===== src/rtl/cram_loader_if.sv =====
// cram_loader_if
//   Bitstream word handshake between the host/bitstream source (master) and
//   cram_loader (slave).
//   cfg_word  : bitstream word, bit 0 is the first bit shifted into the chain
//   cfg_valid : source presents a word on cfg_word
//   cfg_ready : loader takes cfg_word at the end of this cycle
interface cram_loader_if #(
  parameter int WORD_W = 16
) ();
  logic [WORD_W-1:0] cfg_word;
  logic              cfg_valid;
  logic              cfg_ready;

  modport master (output cfg_word, output cfg_valid, input cfg_ready);
  modport slave  (input cfg_word, input cfg_valid, output cfg_ready);
endinterface


===== src/rtl/cram_loader.sv =====
// cram_loader
//   Configuration sequencer for the fabric's serial CRAM chain. It takes
//   bitstream words over a valid/ready handshake, shifts them LSB-first into
//   the chain head and counts exactly CHAIN_BITS shifts. The user fabric is
//   held disabled until a pass completes.
// Ports
//   clk, nrst    : config clock, asynchronous active-low reset
//   start, abort : one-cycle pulses that begin / cancel a pass
//   cfg          : bitstream word handshake (cfg_word, cfg_valid, cfg_ready)
//   cram_en      : chain enable, high while busy
//   config_en    : chain shift enable, high exactly on shift cycles
//   config_data  : serial bit to config_data_in of the first tile
//   le_en        : fabric logic enable, 1 only after a completed pass
//   busy, done   : pass in progress / one-cycle completion pulse
//   err          : sticky abort flag, cleared by start
//   bits_shifted : shifts performed in the current or last pass
module cram_loader #(
  parameter int CHAIN_BITS = 1024,
  parameter int WORD_W     = 16,
  parameter int CNT_W      = $clog2(CHAIN_BITS + 1)
) (
  input  logic             clk,
  input  logic             nrst,
  input  logic             start,
  input  logic             abort,
  cram_loader_if.slave     cfg,
  output logic             cram_en,
  output logic             config_en,
  output logic             config_data,
  output logic             le_en,
  output logic             busy,
  output logic             done,
  output logic             err,
  output logic [CNT_W-1:0] bits_shifted
);

  localparam int               WB_W     = (WORD_W > 1) ? $clog2(WORD_W) : 1;
  localparam logic [CNT_W-1:0] LAST_BIT = CNT_W'(CHAIN_BITS - 1);
  localparam logic [WB_W-1:0]  LAST_WB  = WB_W'(WORD_W - 1);

  typedef enum logic [2:0] {IDLE, FETCH, SHIFT, SETTLE, DONE} state_t;

  state_t            state_q, state_d;
  logic [WORD_W-1:0] sreg;      // bits of the current word not yet presented
  logic [WB_W-1:0]   word_bit;  // index of the bit presented on config_data
  logic              accept;
  logic              shift;
  logic              do_start;
  logic              do_abort;

  // Next-state logic. A SHIFT cycle always counts its bit, even when abort
  // arrives in that cycle, because config_en is already high for it; this
  // keeps bits_shifted equal to the number of config_en cycles. The chain
  // end check takes priority over the word end, so a partial last word
  // never triggers another fetch.
  always_comb begin
    state_d  = state_q;
    accept   = 1'b0;
    shift    = 1'b0;
    do_start = 1'b0;
    do_abort = 1'b0;
    case (state_q)
      IDLE: begin
        if (start) begin
          state_d  = FETCH;
          do_start = 1'b1;
        end
      end
      FETCH: begin
        if (abort) begin
          state_d  = IDLE;
          do_abort = 1'b1;
        end else if (cfg.cfg_valid && cfg.cfg_ready) begin
          state_d = SHIFT;
          accept  = 1'b1;
        end
      end
      SHIFT: begin
        shift = 1'b1;
        if (abort) begin
          state_d  = IDLE;
          do_abort = 1'b1;
        end else if (bits_shifted == LAST_BIT) begin
          state_d = SETTLE;
        end else if (word_bit == LAST_WB) begin
          state_d = FETCH;
        end
      end
      SETTLE: begin
        if (abort) begin
          state_d  = IDLE;
          do_abort = 1'b1;
        end else begin
          state_d = DONE;
        end
      end
      DONE:    state_d = IDLE;
      default: state_d = IDLE;
    endcase
  end

  // State register and registered outputs. Outputs are derived from the
  // state being entered so they line up with that state's cycle; the first
  // bit of a word goes straight to config_data on the accept edge and sreg
  // keeps the rest.
  always_ff @(posedge clk or negedge nrst) begin
    if (!nrst) begin
      state_q       <= IDLE;
      sreg          <= '0;
      word_bit      <= '0;
      cfg.cfg_ready <= 1'b0;
      cram_en       <= 1'b0;
      config_en     <= 1'b0;
      config_data   <= 1'b0;
      le_en         <= 1'b0;
      busy          <= 1'b0;
      done          <= 1'b0;
      err           <= 1'b0;
      bits_shifted  <= '0;
    end else begin
      state_q       <= state_d;
      cfg.cfg_ready <= (state_d == FETCH);
      busy          <= (state_d == FETCH) || (state_d == SHIFT) || (state_d == SETTLE);
      cram_en       <= (state_d == FETCH) || (state_d == SHIFT) || (state_d == SETTLE);
      config_en     <= (state_d == SHIFT);
      done          <= (state_d == DONE);

      if (accept) begin
        config_data <= cfg.cfg_word[0];
        sreg        <= cfg.cfg_word >> 1;
        word_bit    <= '0;
      end else if (shift && (state_d == SHIFT)) begin
        config_data <= sreg[0];
        sreg        <= sreg >> 1;
        word_bit    <= word_bit + WB_W'(1);
      end else begin
        config_data <= 1'b0;
      end

      if (shift) begin
        bits_shifted <= bits_shifted + CNT_W'(1);
      end

      if (do_start) begin
        bits_shifted <= '0;
        err          <= 1'b0;
        le_en        <= 1'b0;
      end
      if (do_abort) begin
        err <= 1'b1;
      end
      if (state_d == DONE) begin
        le_en <= 1'b1;
      end
    end
  end

endmodule


===== src/flat_wrapper.sv =====
// flat-port wrapper written by rule: the top's interface ports become plain ports
module cram_loader_flat 
#(
  parameter int CHAIN_BITS = 1024,
  parameter int WORD_W     = 16,
  parameter int CNT_W      = $clog2(CHAIN_BITS + 1)
)
  (clk, nrst, start, abort, cram_en, config_en, config_data, le_en, busy, done, err, bits_shifted, cfg_cfg_word, cfg_cfg_valid, cfg_cfg_ready);
  cram_loader_if #(.WORD_W(WORD_W)) cfg_i ();
  input  logic clk;
  input  logic nrst;
  input  logic start;
  input  logic abort;
  output logic cram_en;
  output logic config_en;
  output logic config_data;
  output logic le_en;
  output logic busy;
  output logic done;
  output logic err;
  output logic [CNT_W-1:0] bits_shifted;
  input wire logic [$bits(cfg_i.cfg_word)-1:0] cfg_cfg_word;
  input wire logic [$bits(cfg_i.cfg_valid)-1:0] cfg_cfg_valid;
  output wire logic [$bits(cfg_i.cfg_ready)-1:0] cfg_cfg_ready;
  assign cfg_i.cfg_word = cfg_cfg_word;
  assign cfg_i.cfg_valid = cfg_cfg_valid;
  assign cfg_cfg_ready = cfg_i.cfg_ready;
  cram_loader #(.CHAIN_BITS(CHAIN_BITS), .WORD_W(WORD_W), .CNT_W(CNT_W)) u_core (.clk(clk), .nrst(nrst), .start(start), .abort(abort), .cfg(cfg_i), .cram_en(cram_en), .config_en(config_en), .config_data(config_data), .le_en(le_en), .busy(busy), .done(done), .err(err), .bits_shifted(bits_shifted));
endmodule

===== config.mk =====
export PLATFORM = sky130hd
export DESIGN_NAME = cram_loader_flat
export DESIGN_NICKNAME = d
export VERILOG_FILES = /design/src/rtl/cram_loader_if.sv /design/src/rtl/cram_loader.sv /design/src/flat_wrapper.sv
export SDC_FILE = /design/constraint.sdc
export NUM_CORES = 1
export LEC_CHECK = 0
export BUFFER_PORTS_ARGS = -buffer_cell sky130_fd_sc_hd__buf_2
export CORE_MARGIN = 4
export CORE_UTILIZATION = 35
export CTS_CLUSTER_DIAMETER = 150
export DETAILED_ROUTE_END_ITERATION = 8
export PLACE_DENSITY = 0.59
export SYNTH_ARGS = -nofsm -noshare
export SYNTH_HDL_FRONTEND = slang
export SYNTH_SLANG_ARGS = --single-unit

===== constraint.sdc =====
create_clock -name clk -period 6.7 [get_ports clk]
set_clock_uncertainty 0.15 [all_clocks]
set_input_delay 1.34 -clock clk [delete_from_list [all_inputs] [get_ports clk]]
set_output_delay 1.34 -clock clk [all_outputs]
set_load 0.05 [all_outputs]

### Word level (Yosys, flattened, before mapping)

Index checks and enable logic that the tools add are counted.
Widths: inputs -> output; s select.

| storage, ports and cells | value |
|---|---|
| bits in registers | 41 |
| input port bits | 21 |

| operators by class | value |
|---|---|
| $add $sub $neg | 2 |
| equal/unequal tests | 9 |
| muxes and demuxes | 27 |
| reduce and logical (&&, ||, !) cells | 10 |

Operators with widths:

| kind | number |
|---|---|
| $mux 16 | 2 |
| $mux 11 | 2 |
| $mux 3 | 7 |
| $mux 1 | 13 |
| $eq 3x2->1 const B | 4 |
| $pmux 3 s4 | 1 |
| $add 11x1->11 const B | 1 |
| $eq 11x10->1 const B | 1 |
| $mux 4 | 2 |
| $reduce_bool 2->1 | 4 |
| $eq 3x1->1 const B | 2 |
| $add 4x1->4 const B | 1 |
| $eq 4x4->1 const B | 1 |
| $eq 3x3->1 const B | 1 |
| $logic_not 3->1 | 1 |
| $reduce_or 3->1 | 1 |
| $logic_and 1x1->1 | 2 |
| $logic_or 1x1->1 | 2 |

### Logic depth before layout (Yosys ltp)

| logic depth | value |
|---|---|
| word-level depth | 9 |
| mapped depth | 7 |
| mapped depth without buffers | 6 |

### Least setup slack after synthesis

No wires, ideal clock.

| timing | value |
|---|---|
| path kind | in2reg |
| start | input abort |
| end | register u_core.word_bit[0] |
| library setup time | 0.125 ns |
| arrival | 2.621 ns |
| path slack | 3.804 ns |
| cell stages on the path | 5 |
| path buffers | 0 |
| cell sequence | nor4b_2 > a22oi_1 > a211o_2 > inv_1 > mux2_2 |

| on the way | value |
|---|---|
| cells in the longest elaborated chain, start to end | 5 |
| elaborated cells on any way between the ends | 10 |
| those cells by class | eq/ne (1); mux (7); reduce/logical (2) |

Ends and longest elaborated chain:

| what | RTL line | RTL |
|---|---|---|
| start: declaration | flat_wrapper.sv:13 | `input logic abort;` |
| $mux 3, on equally long branches | cram_loader.sv:80, cram_loader.sv:90, cram_loader.sv:70 |  |
| $pmux 3 s4 | cram_loader.sv:62 | `case (state_q)` |
| $eq 3x2->1 | cram_loader.sv:132 | `end else if (shift && (state_d == SHIFT)) begin` |
| $logic_and 1x1->1 | cram_loader.sv:132 |  |
| $reduce_bool 2->1 (no source line) | - |  |
| end signal: assignment | cram_loader.sv:135 | `word_bit <= word_bit + WB_W'(1);` |
| end: declaration | cram_loader.sv:45 | `logic [WB_W-1:0] word_bit;` |

Several ways; a longest one is shown, not always the timed one.
A chain may end at the register's enable or synchronous reset.

### Final worst setup path

| timing | value |
|---|---|
| start | input start |
| end | register u_core.word_bit[0] |

| on the way | value |
|---|---|
| cells in the longest elaborated chain, start to end | 5 |

Ends and longest elaborated chain:

| what | RTL line | RTL |
|---|---|---|
| start: declaration | flat_wrapper.sv:12 | `input logic start;` |
| $mux 3 | cram_loader.sv:64 | `if (start) begin` |
| $pmux 3 s4 | cram_loader.sv:62 |  |
| $eq 3x2->1 | cram_loader.sv:132 |  |
| $logic_and 1x1->1 | cram_loader.sv:132 |  |
| $reduce_bool 2->1 (no source line) | - |  |

Every way passes these cells.

==> impl_results.md <==
* Worst-path clk slew at about 80 ps
* Row cnt at 27
* Crit Path Category: input pin to register
* Hold Path End: u_core.le_en
* CTS Buf Count at 5
* H-tree depth at 2
* Area post-placement at approximately 0.0022 sq mm
* Cells after DPL at 286
* Die Span Y at 83.5 microns
* GRT Total Usage at between 10 and 15%
* Antenna diodes at 0
* PortBufs at 39
* Post-Syn Nets at roughly 210
* Sink Count at 40
* Die W at between 80 and 90 microns
* Die ar. at roughly 0.007 sq mm
* Hold depth at 1
* CP max FO at 19
* Largest cells by area after synthesis: dfrtp_1 50%, a221o_1 7.0%, a2111oi_0 6.1%
* CTS Buffer Depth at 2
* Final net count at around 240
* Area Growth Syn to Fin at 16.4%
* Run status: finished, final reports clean
* RR Endpoint: u_core.word_bit[0]
* Initial Utilization at 36.3%
* Final Hold Fails at 0
* Worst slew pin tran at approximately 1100 ps
* Max-slew violation count at 0
* Share of post-route cells with drive strength above 1 at approximately a quarter
* WL final at approximately 4.6 mm
* Setup violators final at 0
* Worst IR Drop VDD at ~0.16 mV
* CTS tree: done
* Period minus WS final at between 3000 and 4000 ps
* Root Driver: clkbuf_8
* Post-CTS Setup Inserts at 0
* DPL Wire Length at between 3 and 4 mm
* Pleak at around 1.1 nW
* DRT Pass-1 Iters at 4
* Final instance area at 0.00232 sq mm
* Global-route wire length before repair at between 7 and 8 mm
* Main flop type after synthesis: dfrtp_1
* R2r setup slk at around 3500 ps
* Synthesized flop and latch total at 40
* Synth area leader: dfrtp_1
* Core region area at roughly 0.0055 sq mm
* Setup_tns at 0 ps
* Post-synth cell types at 46
* Reg-to-reg startpoint: u_core.state_q[0]
* Avg Synthesized Cell Area at 10.6 sq um
* Power, Total at around 0.74 mW
* Critical Path Source Type: input pin
* Mapped cell area at 0.00200 sq mm
* Hold/Removal Path Class: register to register
* Grt ovf at 0
* Mapped Cells at approximately 190
* Max-Cap Viols at 0
* Worst endpoint required time at roughly 6700 ps
* Final Non-Filler Cells at 294
* Synth async-reset ratio at 100%
* Setup ws final at just over 3000 ps
* Fmax at 274 MHz
* DR WL/cell at approximately 16 microns
* Via density at around 5.4
* RSZ-0062 raised after global routing: false
* Top-area cell type share of the netlist area at 50.1%
* CTS-repair resized insts at 0
* Vias at 1581
* Dpl ws at 2790 ps
* PwrDens at approximately 320 mW/mm^2
* Io pins at 40
* Largest net degree at the start of global routing at 41
* Min-delay src: u_core.le_en
* Post-synth EDFFs at 0
* Antenna viol nets, final at 0
* Most common cell after layout, fill and taps aside: dfrtp_1
* Seq/Total Area, Yosys at between 50% and 60%
* Antenna violations before repair at 0
* RD Place Congestion at 0.797
* # hold bufs at CTS at 0
* 1st-iter DRT viols at 110
* Arrival @ worst endpoint at between 3000 and 4000 ps
* Reg2Reg Depth at 5
* Residual DRC at 0
* Worst relative slew slack at approximately a quarter
* Vias in the first global route at between 1500 and 2000
* Clk_lat worst skew at about 300 ps
* Commonest cells after routing, fill and taps aside: 40 x dfrtp_1, 39 x buf_2, 22 x nand2_1
* Syn. warnings at 0
* CP endpoint kind: register
* Tcrit/Tclk final at between 50 and 60%
-- cell type report --
type	count	area [sq um]
Fill cell	537	3180
Multi-Input combinational cell	126	900
Inverter	7	26.3
Clock buffer	6	82.6
Tap cell	72	90.1
Timing Repair Buffer	41	210
Clock inverter	2	15.0
Sequential cell	40	1000
-- where the power goes --
part,internal (mW),switching [mW]
Combinational,0.0815,0.133
Sequential,0.307,0.0506
Clock,0.0833,0.0866
-- through the flow --
stage               util [%]  hold slack, ps
finish                  42.2             325
global route            42.2             357
CTS                     42.2             334
detailed placement      40.4             317
global placement        40.4             315
floorplan                  -             300
-- state kept, by name, summed over array words and instances, names as in the netlist --
| name | cells |
|---|---|
| u_core.bits_shifted | 11 |
| u_core.config_en | 1 |
| u_core.sreg | 15 |
| u_core.err | 1 |
| u_core.busy | 1 |
| u_core.cfg.cfg_ready | 1 |
| u_core.le_en | 1 |
| u_core.config_data | 1 |
| u_core.state_q | 3 |
| u_core.word_bit | 4 |
| u_core.done | 1 |
-- metal layers --
layer	GRT usage [%]	vias to the layer above	share of wire [%]
met2	20.5	30	46
li1	-	776	-
met1	18.1	769	48
met5	0	-	0
met4	4.82	0	1.6
met3	3.85	6	4.1
-- kinds of logic (layout without fill, tap and decap cells) --
logic type / after synthesis / in the layout / synth area share, %
DFF: 40 / 40 / 50.1
AOI/OAI and AO/OA: 47 / 47 / 20.1
xor gates and xnor gates: 9 / 9 / 3.95
muxes: 3 / 3 / 1.57
buffers and inverters: 23 / 56 / 5.08
and+or+nand+nor: 65 / 65 / 17.9
adders and majority gates: 2 / 2 / 1.25
-- cells in the mapped netlist (all sizes together) (4+ instances only) --
master,count
nand2,22
a2111oi,14
nor2,10
buf,5
nand3,4
a221o,14
xnor2,6
dfrtp,40
inv,7
and3,6
clkbuf,11
-- critical path, stage by stage --
cell,delay [ps]
buf_2,80
nor4b_2,900
a41o_1,550
a211o_2,370
inv_1,150
mux2_2,290
-- worst max-delay path by stage --
stage | cells after the start | from | endpoint
2_1_floorplan | 5 | abort | u_core.word_bit[0]
3_3_place_gp | 6 | start | u_core.word_bit[0]
3_5_place_dp | 6 | start | u_core.word_bit[0]
4_1_cts | 6 | start | u_core.word_bit[0]
5_1_grt | 6 | start | u_core.word_bit[0]
6_report | 6 | start | u_core.word_bit[0]
No activity file was read; power rests on OpenSTA's default activity.
